$ cat src/rtl/hazard_pkg.sv
// rtl/hazard_pkg.sv - shared types and constants for the load-use interlock
package hazard_pkg;

    typedef enum logic {
        RUN      = 1'b0,
        LU_STALL = 1'b1
    } hz_state_t;

    // Register index 0 reads as zero, so a load targeting it never creates a dependency.
    localparam int unsigned ZERO_REG = 0;

endpackage

$ cat src/rtl/sat_counter.sv
// rtl/sat_counter.sv - saturating event counter used for the bubble count
module sat_counter #(
    parameter int W = 16
) (
    input  logic         clk,
    input  logic         rst_n,
    input  logic         inc,
    output logic [W-1:0] count
);

    always_ff @(posedge clk or negedge rst_n) begin
        if (!rst_n) begin
            count <= '0;
        end else if (inc && (count != {W{1'b1}})) begin
            count <= count + W'(1);
        end
    end

endmodule

$ cat src/rtl/load_use_hazard_ctrl.sv
// rtl/load_use_hazard_ctrl.sv - IF/ID load-use interlock; optional macro LOAD_STORE_FWD_EN
module load_use_hazard_ctrl
    import hazard_pkg::*;
#(
    parameter int REG_AW     = 4,
    parameter int LOAD_STALL = 1,
    parameter int CNT_W      = 16
) (
    input  logic              clk,
    input  logic              rst_n,
    input  logic              idex_mem_read,
    input  logic [REG_AW-1:0] idex_rd,
    input  logic [REG_AW-1:0] ifid_rs,
    input  logic [REG_AW-1:0] ifid_rt,
    input  logic              ifid_rs_used,
    input  logic              ifid_rt_used,
    input  logic              ifid_mem_write,
    input  logic              mem_busy,
    input  logic              branch_flush,
    output logic              pc_write,
    output logic              ifid_write,
    output logic              ctrl_select,
    output logic              exmem_write,
    output logic [CNT_W-1:0]  bubble_count
);

    localparam int CW = $clog2(LOAD_STALL + 1);
    localparam logic [REG_AW-1:0] ZERO_IDX   = REG_AW'(ZERO_REG);
    localparam logic [CW-1:0]     CNT_RELOAD = CW'(LOAD_STALL - 1);

    hz_state_t      state, state_n;
    logic [CW-1:0]  cnt, cnt_n;
    logic           rt_store_ok;
    logic           hazard;

`ifdef LOAD_STORE_FWD_EN
    // Store data is forwarded MEM->MEM, so only address-side (rs) dependencies stall stores.
    assign rt_store_ok = ~ifid_mem_write;
`else
    logic unused_store_flag;
    assign unused_store_flag = ifid_mem_write;
    assign rt_store_ok       = 1'b1;
`endif

    assign hazard = idex_mem_read && (idex_rd != ZERO_IDX) &&
                    ((ifid_rs_used && (ifid_rs == idex_rd)) ||
                     (ifid_rt_used && (ifid_rt == idex_rd) && rt_store_ok));

    always_ff @(posedge clk or negedge rst_n) begin
        if (!rst_n) begin
            state <= RUN;
            cnt   <= '0;
        end else begin
            state <= state_n;
            cnt   <= cnt_n;
        end
    end

    always_comb begin
        state_n     = state;
        cnt_n       = cnt;
        pc_write    = 1'b1;
        ifid_write  = 1'b1;
        ctrl_select = 1'b1;
        exmem_write = 1'b1;
        // Enables are combinational, so reset must also force them open directly.
        if (!rst_n) begin
            state_n = RUN;
            cnt_n   = '0;
        end else if (mem_busy) begin
            pc_write    = 1'b0;
            ifid_write  = 1'b0;
            exmem_write = 1'b0;
        end else begin
            unique case (state)
                RUN: begin
                    if (!branch_flush && hazard) begin
                        pc_write    = 1'b0;
                        ifid_write  = 1'b0;
                        ctrl_select = 1'b0;
                        if (LOAD_STALL > 1) begin
                            state_n = LU_STALL;
                            cnt_n   = CNT_RELOAD;
                        end
                    end
                end
                LU_STALL: begin
                    if (branch_flush) begin
                        state_n = RUN;
                        cnt_n   = '0;
                    end else begin
                        pc_write    = 1'b0;
                        ifid_write  = 1'b0;
                        ctrl_select = 1'b0;
                        cnt_n       = cnt - CW'(1);
                        if (cnt == CW'(1)) begin
                            state_n = RUN;
                        end
                    end
                end
                default: begin
                    state_n = RUN;
                    cnt_n   = '0;
                end
            endcase
        end
    end

    sat_counter #(
        .W (CNT_W)
    ) u_bubble_cnt (
        .clk   (clk),
        .rst_n (rst_n),
        .inc   (~ctrl_select),
        .count (bubble_count)
    );

endmodule
$ cat config.mk
export PLATFORM = sky130hd
export DESIGN_NAME = load_use_hazard_ctrl
export DESIGN_NICKNAME = d
export VERILOG_FILES = /design/src/rtl/hazard_pkg.sv /design/src/rtl/sat_counter.sv /design/src/rtl/load_use_hazard_ctrl.sv
export SDC_FILE = /design/constraint.sdc
export NUM_CORES = 1
export LEC_CHECK = 0
export CELL_PAD_IN_SITES_DETAIL_PLACEMENT = 0
export CELL_PAD_IN_SITES_GLOBAL_PLACEMENT = 1
export CORE_MARGIN = 3
export CORE_UTILIZATION = 36
export DETAILED_ROUTE_END_ITERATION = 12
export PLACE_DENSITY_LB_ADDON = 0.1
export SLEW_MARGIN = 40
export SYNTH_ARGS = -nofsm -noshare
export SYNTH_HDL_FRONTEND = slang
export SYNTH_HIERARCHICAL = 1
export SYNTH_SLANG_ARGS = --single-unit
$ cat constraint.sdc
create_clock -name clk -period 4.9 [get_ports clk]
set_input_delay 0.98 -clock clk [delete_from_list [all_inputs] [get_ports clk]]
set_output_delay 0.98 -clock clk [all_outputs]
set_load 0.005 [all_outputs]
# Word-level counts from Yosys, hierarchy flattened
# Cells that the tools add are included.
totals:
  regBits: 18
  latch_bits: 0
  mem_bits_rw: 0
  romBits: 0
  input_bits: 20
  out_inout_bits: 20
  elab_cells: 40
  mem_count: 0
op_classes:
  n_addsub: 2
  multipliers: 0
  n_div: 0
  order_cmp: 0
  n_eq_ne: 5
  n_shift: 0
  n_mux: 18
  bitwise_logic: 2
  reduce_logical: 10
ops:
  columns: ["operator", "count"]
  rows:
  - ["$mux 1", 17]
  - ["$add 16x1->16 const B", 1]
  - ["$ne 16x16->1 const B", 1]
  - ["$eq 4x4->1", 2]
  - ["$logic_and 1x1->1", 6]
  - ["$reduce_bool 4->1", 1]
  - ["$ne 2x1->1 const B", 1]
  - ["$ne 2x2->1 const B", 1]
  - ["$not 1->1", 2]
  - ["$pmux 1 s2", 1]
  - ["$reduce_and 2->1", 1]
  - ["$logic_not 1->1", 1]
  - ["$logic_or 1x1->1", 1]
  - ["$sub 1x1->1 const B", 1]

# Depth between registers and ports, before layout
# Gate-level depths: netlist of the first run.
depth:
  depth_word: 11
  ltp_mapped: 9
  mapped_depth_nobuf: 9

# Cells and area by module
# The synthesis of the first run kept the hierarchy.
by_module_without_submodules:
  columns: ["module", "n_inst", "cells_each", "area_per_inst_um2", "seq_area_each_um2"]
  rows:
  - ["sat_counter", 1, 72, 859.6, 400.4]
  - ["load_use_hazard_ctrl", 1, 32, 269.0, 50.0]

# Least setup slack after synthesis of the first run
# Ideal clock, no wire load.
synth_timing:
  path_type: "input port to output port"
  startpoint: "in idex_rd[0]"
  endpoint: "out pc_write"
  arrival_ps: 2083
  required_ps: 3920
  path_slack_ps: 1837
  cell_stages: 5
  n_path_buf: 1
  path_cell_list: "o41ai_2 -> nor4_2 -> o311ai_2 -> and2_1 -> buf_4"
synth_between:
  elab_chain_len: 9
  word_cells_on_any_way: 13
  classes_between: "eq/ne (2); mux (4); reduce/logical (7)"
synth_rtl:
  columns: ["element", "line_no", "source"]
  rows:
  - ["start: declaration", "load_use_hazard_ctrl.sv:12", "input logic [REG_AW-1:0] idex_rd,"]
  - ["$eq 4x4->1 (on tied branches)", "load_use_hazard_ctrl.sv:46, load_use_hazard_ctrl.sv:47", null]
  - ["$logic_and 1x1->1 (on tied branches)", "load_use_hazard_ctrl.sv:46, load_use_hazard_ctrl.sv:47", null]
  - ["$logic_or 1x1->1", "load_use_hazard_ctrl.sv:46", "((ifid_rs_used && (ifid_rs == idex_rd)) ||"]
  - ["$logic_and 1x1->1 (*)", "load_use_hazard_ctrl.sv:45", "assign hazard = idex_mem_read && (idex_rd != ZERO_IDX) &&"]
  - ["$logic_and 1x1->1 (*)", "load_use_hazard_ctrl.sv:77", "if (!branch_flush && hazard) begin"]
  - ["$mux 1 (*)", null, null]
  - ["$pmux 1 s2 (*)", null, null]
  - ["$mux 1 (*) (2 in a row)", null, null]
  - ["end: declaration", "load_use_hazard_ctrl.sv:20", "output logic pc_write,"]
# Every way passes the cells marked *; elsewhere a longest branch is shown, timed or not.

# Final worst setup path of the first run
layout_timing:
  startpoint: "in idex_rd[2]"
  endpoint: "out pc_write"
layout_between:
  elab_chain_len: 9
  word_cells_on_any_way: 13
  classes_between: "eq/ne (2); mux (4); reduce/logical (7)"
layout_rtl:
  columns: ["element", "line_no", "source"]
  rows:
  - ["$eq 4x4->1 (on tied branches)", "load_use_hazard_ctrl.sv:46, load_use_hazard_ctrl.sv:47", null]
  - ["$logic_and 1x1->1 (on tied branches)", "load_use_hazard_ctrl.sv:46, load_use_hazard_ctrl.sv:47", null]
  - ["$logic_or 1x1->1", "load_use_hazard_ctrl.sv:46", null]
  - ["$logic_and 1x1->1 (*)", "load_use_hazard_ctrl.sv:45", null]
  - ["$logic_and 1x1->1 (*)", "load_use_hazard_ctrl.sv:77", null]
  - ["$mux 1 (*)", "load_use_hazard_ctrl.sv:77", null]
  - ["$pmux 1 s2 (*)", "load_use_hazard_ctrl.sv:75", "unique case (state)"]
  - ["$mux 1 (*)", "load_use_hazard_ctrl.sv:70", "end else if (mem_busy) begin"]
  - ["$mux 1 (*)", "load_use_hazard_ctrl.sv:67", "if (!rst_n) begin"]
# Marks and branches as above.

==> impl.org, run 1 <==
** Placed design
- Total half-perimeter wirelength after legalization and detailed placement :: 2208 µm
- After detailed placement, the design holds a cell count of roughly 180.
- Prior to clock tree synthesis, the placed netlist has a worst setup slack of approximately 830 ps.
- Port-buffer cells :: 38
- The congestion estimate from routability-driven global placement came to between 0.7 and 0.8.

** Synthesis
- Of all flip-flops after synthesis, the portion carrying an async set or reset was 1.000.
- Synth Area in Compound Gates :: 0.1818
- Synthesized Nets :: between 100 and 150
- Sequential share of the synthesized area :: 0.3991
- Synth cell count leaders :: dfrtp_1 (18), nand4_1 (8), xnor2_1 (7)
- Syn Std Cell Area :: approximately 1100 µm²
- Mux cell area share after synthesis :: 0.009978
- For this run, the number of Yosys warnings is 6.
- Library cell with the highest instance count after synthesis :: dfrtp_1
- Xor/xnor cell area share of the yosys netlist :: 0.06984
- Synthesized area per cell :: ~11 µm²
- Cell types with the largest area share after synthesis :: dfrtp_1 (40%), xnor2_1 (5.4%), nand4_1 (4.4%)
- Number of distinct standard cells referenced by the synthesized netlist :: between 40 and 50
- After technology mapping, the gate count stands at ~100.
- Counting flops and latches in the post-synthesis netlist gives 18.
- Dominant cell type by area after synthesis :: dfrtp_1
- In the synthesized netlist the dominant register cell turns out to be dfrtp_1.
- Counting flops with a built-in enable in the synthesized netlist gives 0.
- Synth Area in Simple Gates :: 0.3016
- After synthesis, the largest family of logic cells by area is simple AND/OR/NAND/NOR gates.
- Adder-cell area share of the yosys netlist :: 0.01109
- The share of synthesized area in the top cell type comes to 0.3991.

** Setup path
- Of all nets on the critical path, the largest fanout is 4.
- Depth of the most critical reg-to-reg path :: 6
- Arrival time worst endpoint :: slightly above 3000 ps
- The most critical setup path has its startpoint at idex_rd[2].
- Endpoint of the most critical register-to-register path :: u_bubble_cnt/count[7]
- For this run, the slowest stage of the critical path takes approximately 500 ps.
- Critical Setup Path Class :: in2out
- STA classifies the critical path startpoint as an input port.
- The slowest stage of the critical path is the clkdlybuf4s50_1 cell.
- R2r setup slk :: between 3000 and 4000 ps
- Critical Path Most Common Cell :: clkdlybuf4s50_1
- Chain of cells forming the critical path :: clkdlybuf4s50_1 > o41ai_2 > nor4_2 > o311ai_2 > and2_1 > clkdlybuf4s50_1
- The startpoint identified for the worst register-to-register timing path is state.
- At the worst endpoint, the required time is ~3900 ps.
- STA classifies the critical path endpoint as an output port.

** CTS
- After clock tree synthesis, the clock-pin slew on the worst setup and hold paths is about 100 ps.
- At the later pin of the worst-skew pair, clock insertion delay measures approximately 300 ps.
- In this run the number of H-tree levels came out at 1.
- Postcts setup bufs :: 0
- In this run the deepest clock path goes through 2 buffers.
- TritonCTS built the clock tree.
- Clock tree synthesis selected as its root buffer the cell clkbuf_4.
- CTS resizes :: 0
- TritonCTS buffer count :: 3
- Number of buffers inserted for hold repair after clock tree synthesis :: 0
- Total number of clock tree sinks :: 18

** Floorplan
- Floorplan die height :: 61.99 µm
- For this configuration, the core starts out at a cell density of 0.3923.
- The floorplan step defined a die boundary enclosing ~3800 µm².
- The core region is about 2900 µm².
- The die is 61.99 µm wide.
- Pin placement for this block handled 40 I/O pins.
- Number of rows created at floorplan :: 19

** Pwr
- Largest voltage drop on the vdd net :: between 150 and 200 µV
- PD cells :: 188.7 nW/µm²
- The analysis attributes to cell leakage a power of about 0.66 nW.

** Timing
- Based on the critical path, the design can be clocked at up to ~240 MHz.
- Period utilisation layout :: 0.8350
- Between clock sinks in the finished design, the worst skew comes to between 6 and 7 ps.
- Hold WS :: ~540 ps
- For the pin with the worst max-slew slack, the measured transition is approximately 440 ps.
- Post-route worst setup slack :: between 800 and 900 ps
- The final-report hold violation count is 0.
- Worst max-slew margin expressed relative to the limit :: 0.7016
- For the final routed database, the setup TNS stands at 0 ps.
- The routed design could run at a clock period as short as around 4100 ps.
- Setup violations remaining at the end of the flow were counted as 0.
- The number of max-slew violations in the final report came to 0.
- RSZ-0062 raised after global routing :: false

** Global route
- Met1 Use GR :: 0.2318
- Pin count of the biggest net entering global routing :: 23
- Global-route track usage on met2 :: 0.2781
- The via count of the first global-routing pass was between 1000 and 1500.
- The first global-routing pass estimated between 4000 and 5000 µm of wire.
- GRT Overall Usage :: 0.1744
- For this run the aggregate overflow at the end of global routing stands at 0.
- The initial antenna violation count was 0.
- Global-route met3 utilization :: 0.04752
- met2 is the most crowded layer.

** Routing
- The first detailed-routing pass ran for 4 iterations.
- Routed vias :: about 1000
- Antenna Nets Post-Route :: 0
- Dividing the detail-routed via count by the number of cells gives 5.314.
- Routed wirelength normalized by instance count :: roughly 15 µm
- After the first detailed-routing iteration, the DRC count stood at 66.
- Detailed-route wire length :: 2832 µm
- For this run, design rule violations remaining after detail routing come to 0.

** Hold path
- The worst hold path terminates at u_bubble_cnt/count[15].
- Type of the worst min-delay path :: reg2reg
- Count of cells along the worst hold path :: 1
- Worst Hold Launch :: u_bubble_cnt/count[15]

** Job
- # Max-Cap Violations :: 0

** Cells and area
- The area growth from synthesis to layout is 41.57%.
- Fraction of final layout cells sized beyond drive strength 1 :: 0.1301
- Antenna Diode Count :: 0
- The finished layout holds around 190 standard cells, fillers aside.
- Number of fill cells :: between 200 and 300
- Layout net count :: 168

** Run status
- Run status :: finished clean
-- layer usage --
layer  vias to the layer above  routed length (µm)
met3                         5                 108
met4                         0                  25
li1                        489                   -
met2                        19                1391
met1                       486                1307
met5                         -                   0
-- through the flow --
step           power (mW)    util  instance area [µm²]
3_3_place_gp       0.2090  0.5428                 1562
5_1_grt            0.3141  0.5555                 1598
6_report           0.3015  0.5555                 1598
4_1_cts            0.3069  0.5555                 1598
3_5_place_dp       0.2112  0.5428                 1562
2_1_floorplan      0.1755       -                 1129
-- where the power goes --
group          switching, mW  internal, mW  leakage (nW)
clock                 0.0486        0.0454        0.0210
combinational         0.0195        0.0308         0.385
sequential           0.00501         0.152         0.250
-- cell families (layout without fill, tap and decap cells) --
logic type	after synthesis	in the layout
and+or+nand+nor	43	43
xor gates and xnor gates	9	9
DFF	18	18
buffers and inverters	7	49
muxes	1	1
adders and majority gates	1	1
AOI/OAI and AO/OA	25	25
-- critical path, delay by kind of cell --
family / cells / cell delay (ps)
AND/OR/NAND/NOR: 2 / 320
AO/OA/AOI/OAI: 2 / 800
buffers and inverters: 2 / 1010
-- cell usage in the layout, fill, tap and decap left out, types with 2 or more instances in the layout --
cell type / instances
a21oi_1: 4
a31oi_1: 3
and3_1: 2
clkbuf_4: 3
clkdlybuf4s50_1: 38
dfrtp_1: 18
inv_1: 6
nand2_1: 5
nand2b_1: 2
nand3_1: 6
nand4_1: 8
nor2_1: 3
nor4_4: 2
o211ai_1: 2
o21a_1: 5
o21ai_0: 2
xnor2_1: 7
xor2_1: 2
-- state kept, by name, summed over array words and instances, names as in the netlist --
signal,cells
cnt,1
state,1
u_bubble_cnt/count,16
-- worst max-delay path by stage --
stage / endpoint / slack, ps / cells after the start
2_1_floorplan: pc_write / 1840 / 5
3_3_place_gp: ifid_write / 860 / 6
3_5_place_dp: pc_write / 830 / 6
4_1_cts: pc_write / 820 / 6
5_1_grt: ifid_write / 730 / 6
6_report: pc_write / 810 / 6
-- area by class of cell --
type	count	area (µm²)	share of cell area
Multi-Input combinational cell	79	648.1	0.4056
Tap cell	42	52.55	0.03289
Timing Repair Buffer	39	387.9	0.2428
Sequential cell	18	450.4	0.2819
Inverter	6	22.52	0.01410
Clock buffer	4	36.28	0.02271
(Power assumes the default switching activity.)
==> inputs of run 2 (changes only) <==
- CORE_UTILIZATION: 36 -> 30
- clock period: 4.9 -> 3.37 ns (I/O delays scaled with it)
==> impl.org, run 2 (synthesized netlist as in run 1, its figures left out) <==
** Setup path
- The required time of the critical path was 2700 ps (-1220 ps).
- The slowest stage of the critical path is the clkdlybuf4s50_1 cell.
- Chain of cells forming the critical path :: clkdlybuf4s50_1 > buf_4 > xnor2_1 > nand3_1 > nor4_4 > o311ai_2 > or2_1 > clkdlybuf4s50_1
- STA classifies the critical path startpoint as an input port.
- Start of the worst register-to-register path :: state
- The worst setup path is of the in2out kind.
- Arrival time worst endpoint :: 2630 ps (-480 ps)
- Max Fanout on Critical Path :: 3 (-1)
- CP Capture Type :: output port
- R2r setup slk :: 1410 ps (-1660 ps)
- Endpoint of the most critical register-to-register path :: u_bubble_cnt/count[7]
- Critical Path Most Common Cell :: clkdlybuf4s50_1
- The worst reg-to-reg path cell count is 8 (+2).
- The stage delay of the slowest cell on the critical path was 440 ps (-70 ps).

** Floorplan
- The number of top-level pins came to 40 (unchanged).
- Initial Util :: 0.3254 (-0.06695)
- Width of the die :: 67.34 µm (+8.6%)
- Floorplan die height :: 67.34 µm (+8.6%)
- DIE AREA :: 4534 µm² (+18%)
- The placement row count came to 21 (+2).
- Standard cell core area :: 3468 µm² (+21%)

** Hold path
- Type of the worst min-delay path :: reg2reg
- For hold timing, the worst endpoint is u_bubble_cnt/count[15].
- The worst hold path begins at u_bubble_cnt/count[15].
- Count of cells along the worst hold path :: 1 (unchanged)

** Timing
- For this run, the top clock speed supported by timing is approximately 300 MHz.
- In the finished design, the share of the clock period the worst path needs comes to 0.9807.
- Time the worst path needs with I/O delays and setup :: 3305 ps
- Setup repair after global routing could not meet its margin everywhere.
- Worst max-slew margin expressed relative to the limit :: 0.7582 (+0.05663)
- The transition time at the pin with the least slew margin is 361.8 ps (-80.99 ps).
- The hold slack came to 528.9 ps (-8.566 ps).
- The number of setup violations in the final report came to 0 (unchanged).
- The setup TNS was 0 ps (unchanged).
- The final-report hold violation count was 0 (unchanged).
- Post-route clock skew :: 2.488 ps (-4.325 ps)
- The number of max-slew violations in the final report is 0 (unchanged).

** Placed design
- The number of port buffers was 38 (unchanged).
- The final RePlAce weighted congestion was 0.7329 (about the same).
- Total half-perimeter wirelength after legalization and detailed placement :: 2335 µm (+5.7%)
- The count of placed standard cells including taps came to 194 (+5.4%).

** Routing
- Detailed-route wire length :: 2986 µm (+5.4%)
- The number of nets with antenna violations after detailed routing was 0 (unchanged).
- The iteration count of the initial detailed-routing pass came to 4 (unchanged).
- Via density :: 5.232 (-1.5%)
- Routed vias :: 1036 (+3.7%)
- The mean routed wirelength per cell came to 15.08 µm (+0.11%).
- # DRC :: 0 (unchanged)
- The number of violations reported at the end of detailed-routing iteration 0 was 35 (-47%).

** Pwr
- Fraction of power consumed by sequential logic :: 0.475 (-0.046)
- Net switching power :: 0.1096 mW (+50%)
- The maximum ir drop on the vdd rail came to 171.3 µV (+5.7%).
- Sw frac :: 0.2273 (-0.01508)
- Gate power share :: 0.161 (-0.006)
- The power per unit of standard cell area was 285.7 nW/µm² (+51%).
- Cell-internal power :: 0.3726 mW (+63%)
- Clock network power share :: 0.364 (+0.052)
- The static leakage is 0.7289 nW (+11%).

** CTS
- Root cell of the clock tree :: clkbuf_8
- Number of buffers inserted for hold repair after clock tree synthesis :: 0 (unchanged)
- The clock insertion delay at the later pin of the skew report is 250 ps (-50 ps).
- The number of buffers on the longest clock path came to 2 (unchanged).
- TritonCTS buffer count :: 3 (unchanged)
- TritonCTS built the clock tree.
- The number of clock sinks seen by CTS came to 18 (unchanged).
- Postcts setup bufs :: 0 (unchanged)
- The clock-pin slew on the worst setup and hold paths was 70 ps (-30 ps).
- The total number of H-tree levels came to 1 (unchanged).

** Cells and area
- The top cell types in the final layout, fill and taps aside, are clkdlybuf4s50_1 (33), dfrtp_1 (18), nand4_1 (8), xnor2_1 (7), buf_4 (7).
- The final cell count without fillers is 198 (+5.3%).
- Layout net count :: 174 (+3.6%)
- The count of antenna diodes in the layout is 0 (unchanged).
- Synth-to-Final Area Change :: 49.56%
- Ranked by flip-flop count, first place goes to u_bubble_cnt/count.
- Leaving out fill and tap cells, the most frequent cell in the layout is clkdlybuf4s50_1.
- The ratio of cells with drive above 1 in the final layout came to 0.1776 (+0.04749).
- The number of flip-flops under the largest register name was 16 (unchanged).
- The final core utilization was 0.4867 (-0.06881).
- Largest registers :: u_bubble_cnt/count: 16 flops, cnt: 1 flops, state: 1 flops

** Global route
- The via count of the first global-routing pass came to 1067 (+4.2%).
- First-pass GRT wire length :: 5147 µm (+4.5%)
- The initial antenna violation count came to 0 (unchanged).
- The maximum number of pins on one net before global-route repair was 11 (-52%).
- The overall overflow remaining after global route came to 0 (unchanged).
- The all-layer global routing usage is 0.1515 (-0.02296).

** Job
- The number of max-cap violations is 0 (unchanged).

** Run status
- Run status :: finished clean
==> run 2: metrics by stage <==
stage	setup slack, ps	power (mW)	instance area [µm²]
after detailed placement	9.083	0.3111	1612
after global placement	13.35	0.3087	1612
final	65.17	0.4823	1688
after global routing	-60.91	0.5128	1688
after CTS	2.827	0.4901	1667
after floorplan	916.3	0.2552	1129
==> run 2: layout make-up <==
type	instances	area [µm²]
Clock buffer	4	55.05
Fill cell	342	1780
Inverter	6	22.52
Multi-Input combinational cell	79	656.9
Sequential cell	18	450.4
Tap cell	46	57.56
Timing Repair Buffer	45	445.4
==> run 2: metal layers <==
layer  track usage  routed length, µm  vias up
met5             0                  0        -
met1        0.2087               1439      507
met4       0.04810                 16        0
met3       0.03993                148        2
li1              -                  -      500
met2        0.2307               1382       27
==> run 2: worst max-delay path by stage <==
stage                     cells after the start               endpoint  slack, ps  startpoint
after floorplan                               9  u_bubble_cnt/count[5]        920  idex_rd[0]
after global placement                        7             ifid_write         10  idex_rd[1]
after detailed placement                      7             ifid_write          9  idex_rd[0]
after CTS                                     7             ifid_write          3  idex_rd[0]
after global routing                          8            ctrl_select        -60  idex_rd[2]
final                                         8            ctrl_select         70  idex_rd[2]
==> run 2: power groups by stage <==
stage          registers, mW  logic, mW  clock network [mW]
2_1_floorplan          0.233     0.0226                   0
3_3_place_gp           0.233     0.0757                   0
3_5_place_dp           0.234     0.0776                   0
4_1_cts                0.229     0.0783               0.183
5_1_grt                0.230     0.0857               0.197
6_report               0.229     0.0778               0.176
==> run 2: repair_timing <==
action / 4_1_cts / 5_1_grt
endpoints found under the setup margin: 0 / 3
resized for setup: 0 / 8
hold endpoints to repair: 0 / 0
==> run 2: worst max-delay path: cells and delay by family <==
family | cells | cell delay [ps]
AND/OR/NAND/NOR | 3 | 600
AO/OA/AOI/OAI | 1 | 150
XOR/XNOR | 1 | 170
buffers and inverters | 3 | 1030
==> inputs of run 3 (changes only) <==
- GPL_ROUTABILITY_DRIVEN: unset -> 0
==> results of run 3 <==
The final DEF is identical to that of run 2; final timing and power are the same.
